===== src/rtl/dualmem_pkg.sv =====
`default_nettype none
// ============================================================================
// Module      : dualmem_pkg
// Description : Shared constants and request bundle for the dual-port RAM
//               port arbiter.
// Revision    : 1.0 - initial release
// ============================================================================
package dualmem_pkg;

    localparam int DUALMEM_AW = 11;
    localparam int DUALMEM_DW = 64;
    localparam int DUALMEM_BW = DUALMEM_DW / 8;

    typedef struct packed {
        logic                  we;
        logic [DUALMEM_AW-1:0] addr;
        logic [DUALMEM_DW-1:0] wdata;
        logic [DUALMEM_BW-1:0] be;
    } dualmem_req_t;

endpackage
`default_nettype wire


===== src/rtl/dualmem_port_arb.sv =====
`default_nettype none
// ============================================================================
// Module      : dualmem_port_arb
// Description : Two-requester round-robin arbiter for one port of a
//               byte-writable synchronous block RAM. Optional grant locking
//               enabled with macro DUALMEM_PORT_ARB_LOCK_EN.
// Revision    : 1.0 - initial release
// ============================================================================
module dualmem_port_arb
    import dualmem_pkg::*;
#(
    parameter int AW = DUALMEM_AW,
    parameter int DW = DUALMEM_DW
) (
    input  logic          clk,
    input  logic          rst,

    input  logic          r0_req,
    input  logic          r0_we,
    input  logic [AW-1:0] r0_addr,
    input  logic [DW-1:0] r0_wdata,
    input  logic [DW/8-1:0] r0_be,
    output logic          r0_gnt,
    output logic          r0_rvalid,
    output logic [DW-1:0] r0_rdata,

    input  logic          r1_req,
    input  logic          r1_we,
    input  logic [AW-1:0] r1_addr,
    input  logic [DW-1:0] r1_wdata,
    input  logic [DW/8-1:0] r1_be,
    output logic          r1_gnt,
    output logic          r1_rvalid,
    output logic [DW-1:0] r1_rdata,

`ifdef DUALMEM_PORT_ARB_LOCK_EN
    input  logic          r0_lock,
    input  logic          r1_lock,
`endif

    output logic          mem_en,
    output logic [AW-1:0] mem_addr,
    output logic [DW-1:0] mem_din,
    output logic [DW/8-1:0] mem_we,
    input  logic [DW-1:0] mem_dout
);

    localparam int BW = DW / 8;

    logic r_rst_q;
    logic r_last_gnt;
    logic r_rvalid0;
    logic r_rvalid1;

    logic w_en;
    logic w_hold0;
    logic w_hold1;
    logic w_gnt0;
    logic w_gnt1;

`ifdef DUALMEM_PORT_ARB_LOCK_EN
    logic r_locked;
    logic r_owner;

    // A lock only binds while its owner keeps requesting; dropping req frees the port at once.
    assign w_hold0 = r_locked && !r_owner && r0_req;
    assign w_hold1 = r_locked &&  r_owner && r1_req;

    always_ff @(posedge clk) begin
        if (rst) begin
            r_locked <= 1'b0;
            r_owner  <= 1'b0;
        end else if (w_gnt0) begin
            r_locked <= r0_lock;
            r_owner  <= 1'b0;
        end else if (w_gnt1) begin
            r_locked <= r1_lock;
            r_owner  <= 1'b1;
        end else if (r_locked && !(r_owner ? r1_req : r0_req)) begin
            r_locked <= 1'b0;
        end
    end
`else
    assign w_hold0 = 1'b0;
    assign w_hold1 = 1'b0;
`endif

    // Grants are blanked during reset and for the cycle after it.
    assign w_en = !rst && !r_rst_q;

    always_comb begin
        w_gnt0 = 1'b0;
        w_gnt1 = 1'b0;
        if (w_en) begin
            if (w_hold0) begin
                w_gnt0 = 1'b1;
            end else if (w_hold1) begin
                w_gnt1 = 1'b1;
            end else if (r0_req && r1_req) begin
                w_gnt0 = r_last_gnt;
                w_gnt1 = !r_last_gnt;
            end else begin
                w_gnt0 = r0_req;
                w_gnt1 = r1_req;
            end
        end
    end

    always_ff @(posedge clk) begin
        if (rst) begin
            r_rst_q    <= 1'b1;
            r_last_gnt <= 1'b1;
            r_rvalid0  <= 1'b0;
            r_rvalid1  <= 1'b0;
        end else begin
            r_rst_q   <= 1'b0;
            r_rvalid0 <= w_gnt0 && !r0_we;
            r_rvalid1 <= w_gnt1 && !r1_we;
            if (w_gnt0) begin
                r_last_gnt <= 1'b0;
            end else if (w_gnt1) begin
                r_last_gnt <= 1'b1;
            end
        end
    end

    always_comb begin
        mem_en   = w_gnt0 || w_gnt1;
        mem_addr = '0;
        mem_din  = '0;
        mem_we   = '0;
        if (w_gnt0) begin
            mem_addr = r0_addr;
            mem_din  = r0_wdata;
            mem_we   = r0_we ? r0_be : {BW{1'b0}};
        end else if (w_gnt1) begin
            mem_addr = r1_addr;
            mem_din  = r1_wdata;
            mem_we   = r1_we ? r1_be : {BW{1'b0}};
        end
    end

    assign r0_gnt    = w_gnt0;
    assign r1_gnt    = w_gnt1;
    assign r0_rvalid = r_rvalid0 && !rst;
    assign r1_rvalid = r_rvalid1 && !rst;
    assign r0_rdata  = r0_rvalid ? mem_dout : '0;
    assign r1_rdata  = r1_rvalid ? mem_dout : '0;

endmodule
`default_nettype wire


===== config.mk =====
export PLATFORM = sky130hd
export DESIGN_NAME = dualmem_port_arb
export DESIGN_NICKNAME = d
export VERILOG_FILES = /design/src/rtl/dualmem_pkg.sv /design/src/rtl/dualmem_port_arb.sv
export SDC_FILE = /design/constraint.sdc
export NUM_CORES = 1
export LEC_CHECK = 0
export BUFFER_PORTS_ARGS = -buffer_cell sky130_fd_sc_hd__buf_2
export CAP_MARGIN = 20
export CORE_AREA = 2 2 174 176
export DETAILED_ROUTE_END_ITERATION = 6
export DIE_AREA = 0 0 176 178
export GPL_ROUTABILITY_DRIVEN = 1
export HOLD_SLACK_MARGIN = 0.05
export PLACE_DENSITY = 0.39
export SYNTH_ARGS = -nofsm -noshare
export SYNTH_HDL_FRONTEND = slang
export SYNTH_SLANG_ARGS = --single-unit

===== constraint.sdc =====
create_clock -name clk -period 1.9 [get_ports clk]
set_input_delay 0.38 -clock clk [delete_from_list [all_inputs] [get_ports clk]]
set_output_delay 0.38 -clock clk [all_outputs]
set_load 0.01 [all_outputs]

# After elaboration in Yosys (flattened, before gate mapping)
# Index checks and enable logic that the tools add are counted.
# Widths: inputs -> output; s select.
# totals
word_cells	34
latch_bits	0
mem_bits_ro	0
out_inout_bits	216
register_bits	4
mem_bits_rw	0
mem_count	0
inputBits	236
# op_classes
mul	0
div_mod_pow	0
shift	0
bitwise	0
muxes	17
eq_ne	0
n_reduce_logical	13
add_sub_neg	0
magnitude_cmp	0
# op_table
op	count
$mux 64	4
$mux 8	4
$mux 11	2
$mux 1	7
$logic_and 1x1->1	6
$logic_not 1->1	5
$reduce_bool 2->1	1
$logic_or 1x1->1	1

# Depth between registers and ports, before layout
# Gate-level depths: netlist (run 1).
# logic_depth
depth_word	5
mapped_depth	6
mapped_depth_nobuf	3

# Least setup slack after synthesis (run 1)
# Ideal clock, no wire load.
# synth_path
path_type	input-to-output
startpoint	in r0_req
endpoint	out mem_addr[0]
t_arrival_ns	1.283
path_slack_ns	0.237
t_required_ns	1.520
stages	6
path_buffers	3
cell_sequence	a211oi_1 > and2_1 > buf_2 > buf_6 > buf_6 > a22o_1
# synth_between
elab_chain_cells	5
elab_cells_between_ends	7
classes_between	mux (6); reduce/logical (1)
# synth_rtl
element	line	rtl
start: declaration	dualmem_port_arb.sv:18	input logic r0_req,
$logic_and 1x1->1	dualmem_port_arb.sv:99	end else if (r0_req && r1_req) begin
$mux 1	dualmem_port_arb.sv:99	
$mux 1	dualmem_port_arb.sv:94	if (w_en) begin
$mux 11	dualmem_port_arb.sv:136	end else if (w_gnt1) begin
$mux 11 *	dualmem_port_arb.sv:132	if (w_gnt0) begin
end: declaration	dualmem_port_arb.sv:42	output logic [AW-1:0] mem_addr,
# Mark *: on every way between the ends. The rest lies on a longest branch, timed or not.

# Final worst setup path (run 1)
# layout_path
startpoint	reg r_last_gnt
endpoint	out mem_din[54]
# layout_between
elab_chain_cells	5
elab_cells_between_ends	7
classes_between	mux (6); reduce/logical (1)
# layout_rtl
element	line	rtl
start: declaration	dualmem_port_arb.sv:51	logic r_last_gnt;
start signal: assignment	dualmem_port_arb.sv:112	r_last_gnt <= 1'b1;
start signal: assignment	dualmem_port_arb.sv:120	r_last_gnt <= 1'b0;
start signal: assignment	dualmem_port_arb.sv:122	r_last_gnt <= 1'b1;
$logic_not 1->1	dualmem_port_arb.sv:101	w_gnt1 = !r_last_gnt;
$mux 1	dualmem_port_arb.sv:99	
$mux 1	dualmem_port_arb.sv:94	
$mux 64	dualmem_port_arb.sv:136	
$mux 64 *	dualmem_port_arb.sv:132	
end: declaration	dualmem_port_arb.sv:43	output logic [DW-1:0] mem_din,
# Marks and branches as above.

==> results of run 1 <==
## repair_timing
| action | in CTS | in global routing |
|---|---|---|
| buffers inserted | 1 | 1 |
| resized for setup | 17 | 17 |
| pin swaps | 4 | 5 |
| endpoints found under the setup margin | 84 | 83 |
| endpoints found under the hold margin | 0 | 0 |
| cloned | 2 | 7 |
## worst paths after layout
path | start | endpoint | slack [ps]
worst max-delay path | r_last_gnt | mem_din[54] | -80
worst min register to register | r_last_gnt | r_last_gnt | 520
worst max register to register | r_rst_q | r_rvalid0 | 590
worst min-delay path | r1_we | r_rvalid1 | 440
## cells by family (layout without fill, tap and decap cells)
kind of cell | Yosys count | in the layout | synth area share (%)
AND/OR/NAND/NOR | 139 | 139 | 45.0
other | 0 | 4 | 0
buffers and inverters | 35 | 488 | 11.3
flip-flops | 4 | 4 | 4.16
AO/OA/AOI/OAI | 86 | 86 | 39.6
## per-stage QoR
step | cells | TNS (ps) | total power [mW] | cell area [um2] | hold slack, ps
after floorplan | 264 | 0 | 0.308 | 1920 | 408
after global placement | 1093 | -4650 | 0.717 | 4730 | 542
after detailed placement | 1093 | -5070 | 0.716 | 4730 | 537
after CTS | 1099 | -2450 | 1.08 | 4920 | 462
after global routing | 1111 | -6430 | 1.18 | 5180 | 457
final | 1111 | -2410 | 1.11 | 5180 | 436
## worst register-to-register path, stage by stage (launching register included)
cell and delay, ps:
dfxtp_4 350, nor2_4 110, and3_4 290, buf_12 160
buf_4 130, nor2b_1 190
## final cells by class
class | instances | area, um2
flip-flops and latches | 4 | 85.1
diodes | 4 | 10.0
fillers | 3345 | 24200
well taps | 390 | 488
multi-input cells | 225 | 1670
repair buffers | 485 | 2850
clock buffers | 3 | 75.1
## flip-flops by register name, summed over array words and instances (netlist names)
| register | cells |
|---|---|
| r_rvalid1 | 1 |
| r_rst_q | 1 |
| r_rvalid0 | 1 |
| r_last_gnt | 1 |
## routing by layer
metal	routed length (um)	track usage [%]	up-vias	share of wire, %
li1	-	-	1856	-
met1	5720	8.57	1671	37
met2	8020	15.4	258	52
met3	1150	1.34	22	7.4
met4	604	3.55	0	3.9
met5	0	0	-	0
## cells in the final DEF (no fill, tap or decap), types with 2 or more instances in the layout
cell type | Yosys | layout
nor2b_4 | 0 | 2
buf_4 | 0 | 10
dfxtp_1 | 4 | 2
a22o_1 | 75 | 75
buf_12 | 0 | 8
diode_2 | 0 | 4
buf_16 | 0 | 2
nor2b_1 | 4 | 2
clkbuf_16 | 0 | 9
buf_2 | 7 | 444
buf_8 | 0 | 4
a32o_2 | 0 | 4
buf_6 | 10 | 11
a32o_1 | 8 | 4
and2_1 | 129 | 128
## power groups by stage
stage                     logic [mW]  clock network [mW]  registers, mW
after floorplan                0.216                   0         0.0914
after global placement         0.625                   0         0.0924
after detailed placement       0.624                   0         0.0921
after CTS                      0.654               0.330         0.0924
after global routing           0.751               0.341         0.0928
final                          0.696               0.326         0.0921
==> metrics.txt, run 1 <==
status=finished with violations; violated checks=setup timing; max-cap violation count=0; Cells after Synth=264; Post-Route WL=15.5 mm; DRT antenna net count=0; initial core utilization=6.54%; Setup-failing EPs final=71; average wire per cell in the routed design=13.9 um; Max Freq=506 MHz; Synth Flop Type=dfxtp_1; worst hold stages=2; max_slew headroom=84.2%; PnR worst setup slack=-75.3 ps; sw power=364 uW; clk sink count=4; Vert. Die Dim=178 um; Worst R2R Path Depth=5; kind of critical path=reg2out; YS warnings=0; Final min period=1980 ps; initial antenna violation count=5; Int Pwr=751 uW; buffers and inverters on the worst path=3; Clock Latency Late Sink=220 ps; cell area after synthesis=1920 um2; die area=31300 um2; drt pass-1 iters=4; sequential group share of total power=8.3%; Layout Nets=955; endpoints failing hold=0; Max rail drop VDD=0.000209 V; critical-path cell list=a211oi_2 > and2_4 > buf_12 > clkbuf_16 > a22o_1 > buf_2; Crit-path slowest cell=dfxtp_2; synth top area cells=and2_1 42%, a22o_1 34%, buf_6 5.9%; dpl ws=-111 ps; Inserted Clock Buffers=3; root buf cell=clkbuf_16; register area share after synthesis=4.16%; Initial DRC Count=98; clock skew=0.526 ps; Avg Cell Area, Syn=7.28 um2; Finished Core Util=17.6%; synthesized net count=500; Row Count=63; die width=176 um; CP top delay family=buffers and inverters; synth unique cells=16; power per cell area=215 nW/um2; Area Growth Syn to Fin=169%; vias in the first global route=3474; Post-synth EDFFs=0; Hold WC Path Type=in2reg; Slew @ Worst Pin=237 ps; Comb pwr share=62.5%; CTS Buffer Depth=2; Slew Viols, Final=0; DRC=0; Clk pwr share=29.3%; Lkg Pwr=3.17 nW; Crit. End Element=output pin; Post-CTS Hold Fix Bufs=0; Via density=3.43; routability cong.=0.840; Sw Share=32.6%; routed vias=3807; CP peak stage delay=330 ps; crit path launch type=flip-flop; dpl hpwl=12.2 mm; core area=29400 um2; IO buf count=451; Critical Path RT=1520 ps; share of post-route cells with drive strength above 1=69.9%; total grt overflow=0; unrepaired setup endpoints after global routing=true; Yosys reg bits=4; post-synthesis async set-or-reset flop share=0%; Worst Path Arrival=1600 ps; H-tree depth=1; largest net degree at the start of global routing=66; final worst path period share=104%; top-count cell post-synth=and2_1; synth cell count leaders=129 x and2_1, 75 x a22o_1, 16 x clkbuf_1; CP Depth=6; crit-path max FO=7; Clock Pin Slew Worst Setup and Hold Paths=30 ps; Tot GR Track Use=8.01%; first-pass GRT wire length=19.2 mm; I/O pin total=452; post-synth top area share=42.0%; CTS tree=yes; Synth area leader=and2_1
(Power assumes the default switching activity.)
==> run 2: changes to the inputs <==
BUFFER_PORTS_ARGS = -buffer_cell sky130_fd_sc_hd__buf_4   (was -buffer_cell sky130_fd_sc_hd__buf_2)
PLACE_DENSITY = not set   (was 0.39)
==> metrics.txt, run 2 (synthesis results as in run 1) <==
power per cell area=209 nW/um2 (-3.1%); DRT antenna net count=0 (unchanged); vias in the first global route=3613 (+4.0%); Area Growth Syn to Fin=224%; die area=31300 um2 (unchanged); Slew @ Worst Pin=237 ps (+0.0385 ps); Clock Latency Late Sink=220 ps (about the same); crit path launch type=flip-flop; Critical Path RT=1520 ps (about the same); largest net degree at the start of global routing=59 (-11%); clock skew=4.55 ps (+4.02 ps); max-cap violation count=0 (unchanged); most common cell after layout, fill and taps aside=buf_4; Vert. Die Dim=178 um (unchanged); CTS tree=yes; initial core utilization=6.54% (unchanged); Tot GR Track Use=8.54% (+0.53 points); total grt overflow=0 (unchanged); Post-Route WL=15.5 mm (-0.27%); final worst path period share=104% (+0.29 points); endpoints failing hold=0 (unchanged); crit-path max FO=14 (+7); Row Count=63 (unchanged); Inserted Clock Buffers=3 (unchanged); Via density=3.54 (+3.3%); kind of critical path=reg2out; unrepaired setup endpoints after global routing=true; Max rail drop VDD=0.000279 V (+34%); initial antenna violation count=1 (-4); Max Freq=505 MHz (-0.27%); IO buf count=451 (unchanged); H-tree depth=1 (unchanged); Lkg Pwr=3.32 nW (+4.7%); area of the multi-input gates=1680 um2 (about the same); Final min period=1980 ps (+5.42 ps); DRC=0 (unchanged); average wire per cell in the routed design=14.0 um (+0.18%); core area=29400 um2 (unchanged); most frequent cells in the layout=440 x buf_4, 128 x and2_1, 75 x a22o_1, 35 x buf_6, 7 x a32o_1; PnR worst setup slack=-80.7 ps (-5.42 ps); root buf cell=clkbuf_16; violated checks=setup timing; R2R setup slack=710 ps (+120 ps); CTS Buffer Depth=2 (unchanged); Clock Pin Slew Worst Setup and Hold Paths=30 ps (about the same); drt pass-1 iters=4 (unchanged); clk sink count=4 (unchanged); die width=176 um (unchanged); Slew Viols, Final=0 (unchanged); max_slew headroom=84.2% (about the same); setup_tns=-3900 ps (-1490 ps); Setup-failing EPs final=74 (+4.2%); dpl hpwl=13.1 mm (+7.5%); register area=82.6 um2 (-2.9%); n_diodes=0 (-4); share of post-route cells with drive strength above 1=69.6% (-0.32 points); routability cong.=0.858 (+2.2%); Hold WC Path Type=in2reg; routed vias=3914 (+2.8%); Worst Path Arrival=1600 ps (about the same); fill count=3185 (-4.8%); first-pass GRT wire length=20.7 mm (+7.8%); Crit. End Element=output pin; PnR Total Power=1.30 mW (+17%); I/O pin total=452 (unchanged); Initial DRC Count=96 (-2.0%); Layout Nets=954 (-0.10%); Final Non-Filler Cells=1106 (-0.45%); status=finished with violations; dpl cells=1100 (+0.64%)
## run 2: through the flow
step	cell area, um2	setup WS [ps]	utilization (%)	hold WS [ps]
after detailed placement	5910	-132	20.1	525
after global routing	6230	-140	21.2	342
after global placement	5910	-139	20.1	524
after CTS	6210	-90.1	21.1	338
after floorplan	1920	237	-	408
final	6230	-80.7	21.2	335
## run 2: area by class of cell
class                   count  share of cell area (%)
repair buffers            484                    62.7
well taps                 390                    7.84
flip-flops and latches      4                    1.33
multi-input cells         225                    26.9
clock buffers               3                    1.21
## run 2: path summary, 6_finish.rpt
| check | startpoint | end | cells after the start |
|---|---|---|---|
| setup reg to reg | r_last_gnt | r_rvalid0 | 5 |
| setup / recovery | r_last_gnt | mem_we[0] | 6 |
| hold reg to reg | r_last_gnt | r_last_gnt | 1 |
| hold / removal | r1_we | r_rvalid1 | 2 |
## run 2: metal layers
metal / vias up / part of all wire, % / GRT usage [%]
met5: - / 0 / 0
met4: 0 / 1.9 / 1.76
met3: 20 / 8.7 / 1.90
met2: 285 / 53 / 16.5
met1: 1762 / 37 / 9.54
li1: 1847 / - / -
## run 2: power breakdown
group	leakage, nW	internal [mW]	switching [mW]
logic	3.25	0.573	0.307
registers	0.0327	0.0890	0.00419
clock network	0.0370	0.269	0.0570
total	3.32	0.930	0.369
## run 2: timing repair
item	CTS	global route
hold buffers	0	0
pin swaps	11	2
setup buffers	1	0
setup endpoints to repair	84	83
cloned	2	0
gates resized for setup	42	5
## run 2: critical path, stage by stage (launching register included)
cell and delay (ps):
dfxtp_2 330, nand2b_4 130, and3_4 210, buf_12 160
buf_4 150, a32o_1 240, buf_4 140
